`src/rtl/vga_scene_seq.sv`:
```
// rtl/vga_scene_seq.sv - N-scene selector with debounced next/prev buttons and timed auto-advance
// Optional macro SCENE_FRAME_SYNC_EN defers scene commits to the next frame_start pulse.
module vga_scene_seq #(
    parameter int NUM_SCENES      = 3,
    parameter int IDX_W           = 2,
    parameter int INIT_SCENE      = 0,
    parameter int DEBOUNCE_CYCLES = 1000000,
    parameter int AUTO_PERIOD     = 250000000
) (
    input  logic                  sys_clk,
    input  logic                  sys_rst,
    input  logic                  btn_next_n,
    input  logic                  btn_prev_n,
    input  logic                  auto_en,
`ifdef SCENE_FRAME_SYNC_EN
    input  logic                  frame_start,
`endif
    output logic [IDX_W-1:0]      scene_idx,
    output logic [NUM_SCENES-1:0] scene_onehot,
    output logic                  scene_change
);

    localparam int DB_W = $clog2(DEBOUNCE_CYCLES);
    localparam int AU_W = $clog2(AUTO_PERIOD);
    localparam logic [DB_W-1:0]  DB_LAST  = DB_W'(DEBOUNCE_CYCLES - 1);
    localparam logic [AU_W-1:0]  AU_LAST  = AU_W'(AUTO_PERIOD - 1);
    localparam logic [IDX_W-1:0] IDX_LAST = IDX_W'(NUM_SCENES - 1);
    localparam logic [IDX_W-1:0] IDX_INIT = IDX_W'(INIT_SCENE);

    // Bit 0 is the next button, bit 1 the prev button.
    logic [1:0]      r_s1, r_s2, r_db, r_db_d;
    logic [DB_W-1:0] r_db_cnt [2];
    logic [AU_W-1:0] r_auto_cnt;
    logic [IDX_W-1:0] r_idx;
    logic [NUM_SCENES-1:0] r_onehot;
    logic r_change;

    logic w_next_evt, w_prev_evt, w_manual, w_auto_tick, w_accept, w_commit;
    logic [IDX_W-1:0] w_base, w_target, w_commit_val;

    always_ff @(posedge sys_clk or posedge sys_rst) begin
        if (sys_rst) begin
            r_s1   <= 2'b11;
            r_s2   <= 2'b11;
            r_db   <= 2'b11;
            r_db_d <= 2'b11;
            for (int i = 0; i < 2; i++) r_db_cnt[i] <= '0;
        end else begin
            r_s1   <= {btn_prev_n, btn_next_n};
            r_s2   <= r_s1;
            r_db_d <= r_db;
            for (int i = 0; i < 2; i++) begin
                if (r_s2[i] == r_db[i]) begin
                    r_db_cnt[i] <= '0;
                end else if (r_db_cnt[i] == DB_LAST) begin
                    r_db[i]     <= r_s2[i];
                    r_db_cnt[i] <= '0;
                end else begin
                    r_db_cnt[i] <= r_db_cnt[i] + 1'b1;
                end
            end
        end
    end

    assign w_next_evt  = r_db_d[0] & ~r_db[0];
    assign w_prev_evt  = r_db_d[1] & ~r_db[1];
    assign w_manual    = w_next_evt | w_prev_evt;
    assign w_auto_tick = auto_en & ~w_manual & (r_auto_cnt == AU_LAST);
    // Simultaneous next+prev cancel each other out.
    assign w_accept    = (w_next_evt ^ w_prev_evt) | w_auto_tick;

    always_ff @(posedge sys_clk or posedge sys_rst) begin
        if (sys_rst) begin
            r_auto_cnt <= '0;
        end else if (!auto_en || w_manual || r_auto_cnt == AU_LAST) begin
            r_auto_cnt <= '0;
        end else begin
            r_auto_cnt <= r_auto_cnt + 1'b1;
        end
    end

    always_comb begin
        w_target = w_base;
        if (w_prev_evt && !w_next_evt) begin
            w_target = (w_base == '0) ? IDX_LAST : w_base - 1'b1;
        end else if (w_accept) begin
            w_target = (w_base == IDX_LAST) ? '0 : w_base + 1'b1;
        end
    end

`ifdef SCENE_FRAME_SYNC_EN
    typedef enum logic {S_IDLE, S_PENDING} state_t;
    state_t r_state, w_state_nxt;
    logic [IDX_W-1:0] r_pend;
    logic w_pend_load;

    always_ff @(posedge sys_clk or posedge sys_rst) begin
        if (sys_rst) r_state <= S_IDLE;
        else         r_state <= w_state_nxt;
    end

    always_comb begin
        w_state_nxt = r_state;
        case (r_state)
            S_IDLE:    if (w_accept) w_state_nxt = S_PENDING;
            S_PENDING: if (frame_start && !w_accept) w_state_nxt = S_IDLE;
            default:   w_state_nxt = S_IDLE;
        endcase
    end

    // While pending, new events re-target relative to the pending value.
    always_comb begin
        w_pend_load  = w_accept;
        w_commit     = (r_state == S_PENDING) && frame_start;
        w_commit_val = r_pend;
        w_base       = (r_state == S_PENDING) ? r_pend : r_idx;
    end

    always_ff @(posedge sys_clk or posedge sys_rst) begin
        if (sys_rst)          r_pend <= IDX_INIT;
        else if (w_pend_load) r_pend <= w_target;
    end
`else
    assign w_base       = r_idx;
    assign w_commit     = w_accept;
    assign w_commit_val = w_target;
`endif

    always_ff @(posedge sys_clk or posedge sys_rst) begin
        if (sys_rst) begin
            r_idx    <= IDX_INIT;
            r_onehot <= NUM_SCENES'(1) << IDX_INIT;
            r_change <= 1'b0;
        end else begin
            r_change <= w_commit && (w_commit_val != r_idx);
            if (w_commit) begin
                r_idx    <= w_commit_val;
                r_onehot <= NUM_SCENES'(1) << w_commit_val;
            end
        end
    end

    assign scene_idx    = r_idx;
    assign scene_onehot = r_onehot;
    assign scene_change = r_change;

endmodule

```
`config.mk`:
```
export PLATFORM = sky130hd
export DESIGN_NAME = vga_scene_seq
export DESIGN_NICKNAME = d
export VERILOG_FILES = /design/src/rtl/vga_scene_seq.sv
export SDC_FILE = /design/constraint.sdc
export NUM_CORES = 1
export LEC_CHECK = 0
export ABC_CLOCK_PERIOD_IN_PS = 2100
export BUFFER_PORTS_ARGS = -buffer_cell sky130_fd_sc_hd__buf_2
export CORE_ASPECT_RATIO = 1.2
export CORE_UTILIZATION = 45
export CTS_CLUSTER_SIZE = 25
export DETAILED_ROUTE_END_ITERATION = 6
export HOLD_SLACK_MARGIN = 0.05
export SYNTH_ARGS = -nofsm -noshare
export SYNTH_HDL_FRONTEND = slang
export SYNTH_SLANG_ARGS = --single-unit
```
`constraint.sdc`:
```
create_clock -name sys_clk -period 2.1 [get_ports sys_clk]
set_input_delay 0.105 -clock sys_clk [delete_from_list [all_inputs] [get_ports sys_clk]]
set_output_delay 0.105 -clock sys_clk [all_outputs]
set_load 0.01 [all_outputs]
```
==> metrics.yaml <==
vias: 3101
clockRootBuffer: "clkbuf_8"
path_cells: "ha_1, nand2_1, or4_1, buf_4, or3_1, a21oi_1"
grt_antenna_before_repair: 0
path_buf_inv: 1
drv_cap: 0
cts_num_sinks: 82
synth_top_area_cell: "dfrtp_1"
vias_per_cell: 5.528
min_from: "auto_en"
cts_made_buffers: 9
layout_min_cycle_time_ns: 1.989
min_period_over_period_pct: 94.73
start_util_pct: 47.01
placed_area_mm2: 0.004378
grt_max_degree: 56
io_buffers: 10
path_max_fanout: 5
status: "completed"
nFillCells: 825
final-setup-viol-count: 0
synthTopCellsByArea: "dfrtp_1 (45%), dfstp_2 (5.8%), xnor2_1 (5.4%), nor2_1 (4.1%), a21oi_1 (3.3%)"
boundaryPins: 11
die_area_mm2: 0.009479
cts_max_path_buffers: 2
grt_pass1_wl_mm: 13.70
finalHoldViolations: 0
synthDistinctLibCells: 42
async_flop_share_pct: 100.0
slowest_stage: "or4_1"
diodes: 0
dp_hpwl_mm: 5.520
ys_ff_latch: 82
crit_type: "reg2reg"
reg2reg_from: "r_db_cnt[1]"
clk_latency_ns: 0.35
synth_edf_count: 0
nets: 452
grt.total_usage_pct: 18.65
syn_inst: 413
finalSetupTns_ns: 0
min_path_type: "in2reg"
irDropWorstVdd_uv: 505.1
syn_avg_cell_area_um2: 9.907
powerDensity_mw_per_mm2: 687.1
place_congestion: 0.7781
critPathArrivalTime_ns: 2.27
drive_above_1_share_pct: 16.44
drt-initial-drc-count: 134
ant_nets: 0
fp.dieH_um: 106.5
rsz0062_at_grt: "no"
grt-ovfl-total: 0
cts.clk_slew.worst_paths_ns: 0.08
seq_area_frac_synth_pct: 50.43
dr.pass1.iters: 4
relSlewSlack_pct: 72.90
syn_nets: 426
yosys_warnings: 0
leakagePower_nw: 1.850
syn_area_mm2: 0.004091
core_mm2: 0.008703
drv_slew: 0
synth_ff_type: "dfrtp_1"
fmax_ghz: 0.5027
skew_ns: 0.009755
layoutNonFillerInstCount: 561
cpPeakStageDelay_ns: 0.61
grt_pass1_vias: 2961
wl_mm: 7.960
area_delta_synth_final_pct: 14.77
fp-row-count: 37
pre_cts_ws_ns: 0.08642
final_area_mm2: 0.004696
critPathLaunch: "r_db_cnt[1]"
drc: 0
setup_ws_ns: 0.1106
critical_path.top_delay_family: "simple AND/OR/NAND/NOR gates"
cp-start-kind: "register"
htree_levels: 3
end_kind: "register"
chipWidth_um: 89.05
drt-wirelength-per-cell_um: 14.19
synth_top_area_share_pct: 44.65
worst_pin_slew_ns: 0.4065
cts_tree: "built"
dp_cells: 542
cp.required_ns: 2.38
final_core_util_pct: 53.95
[cell families (layout without fill, tap and decap cells)]
| logic type | after synthesis | in the layout | synth area share, % |
|---|---|---|---|
| and+or+nand+nor | 185 | 185 | 24.65 |
| DFF | 82 | 82 | 50.43 |
| AOI/OAI and AO/OA | 59 | 59 | 8.838 |
| xor gates and xnor gates | 39 | 39 | 8.349 |
| buffers and inverters | 32 | 63 | 3.089 |
| adders and majority gates | 8 | 8 | 2.447 |
| muxes | 8 | 8 | 2.202 |
[state kept, by name, indices dropped and copies added, names as in the netlist]
register,cells
scene_onehot,3
r_db,2
r_s2,2
scene_idx,2
r_db_cnt,40
r_auto_cnt,28
scene_change,1
r_s1,2
r_db_d,2
[cell usage after synthesis, drive strengths merged (10+ instances only)]
cell and instances:
nand4 13, nand2 24, xnor2 25, or3 11, or4 18, nor2 45, nor4 13, dfrtp 73
nor3 10, xor2 14, a21oi 28, o31ai 16, inv 18, nand3 27
[report_power, final]
group          switching (W)  leakage, nW  total [W]  internal (W)
Sequential         0.0000174         1.11    0.00162       0.00160
Combinational      0.0000717        0.610   0.000110     0.0000385
Clock               0.000558        0.134    0.00150      0.000942
[cell type report]
class,count,area (µm²),share of cell area [%]
clock buffers,11,141.4,3.011
well taps,117,146.4,3.117
flip-flops and latches,82,2063,43.94
inverters,18,71.32,1.519
clock inverters,5,125.1,2.665
multi-input cells,299,1936,41.22
repair buffers,29,212.7,4.530
[worst register-to-register path, delay by kind of cell (launching register included)]
| kind | cells | cell delay, ns |
|---|---|---|
| buf+inv | 1 | 0.19 |
| flops | 1 | 0.39 |
| simple gates | 3 | 1.04 |
| compound gates | 1 | 0.14 |
| fa+ha+maj | 1 | 0.17 |
[layout by cell type (no fill, tap or decap), drive strengths merged, types with 2 or more instances in the layout]
master,Yosys,layout
ha,8,8
dfstp,9,9
nor4,13,13
and4,5,5
inv,18,17
o31ai,16,16
nor4b,2,2
nand2b,3,3
nor2b,2,2
nor3,10,10
nor4bb,2,2
clkbuf,7,11
nand3,27,27
o21ai,9,9
xnor2,25,25
and3,4,4
nor2,45,45
or3,11,11
nand4,13,13
buf,7,26
or4,18,18
a21oi,28,28
nand3b,2,2
dfrtp,73,73
bufinv,0,4
nand2,24,24
xor2,14,14
dlygate4sd3,0,3
mux2,8,8
[layer usage]
| metal | share of wire, % | wire length, µm | vias up | global-route usage (%) |
|---|---|---|---|---|
| met3 | 1.6 | 131 | 10 | 3.727 |
| li1 | - | - | 1537 | - |
| met4 | 1.4 | 113 | 0 | 6.803 |
| met5 | 0 | 0 | - | 0 |
| met2 | 50 | 3997 | 27 | 31.26 |
| met1 | 47 | 3717 | 1527 | 23.62 |
[timing repair]
| item | in CTS | in global routing |
|---|---|---|
| buffers inserted | 0 | 0 |
| resized for setup | 0 | 4 |
| endpoints found under the hold margin | 75 | 0 |
| hold buffers | 3 | 0 |
| setup endpoints to repair | 0 | 18 |
[through the flow]
step | power, W | hold slack, ns
floorplan | 0.001712 | 0.1095
global placement | 0.001754 | 0.2103
detailed placement | 0.001757 | 0.2119
CTS | 0.003263 | 0.2299
global route | 0.003348 | 0.2419
finish | 0.003226 | 0.2356
[final timing paths]
path | end | slack (ns) | depth (start not counted)
max | r_db_cnt[14] | 0.11 | 6
min | scene_change | 0.24 | 3
max reg2reg | r_db_cnt[14] | 0.11 | 6
min reg2reg | r_s2[0] | 0.36 | 0
max in group asynchronous | scene_onehot[0] | 1.41 | 4
min in group asynchronous | r_db_cnt[0] | 0.38 | 4
Power figures use the tool's default switching activity.
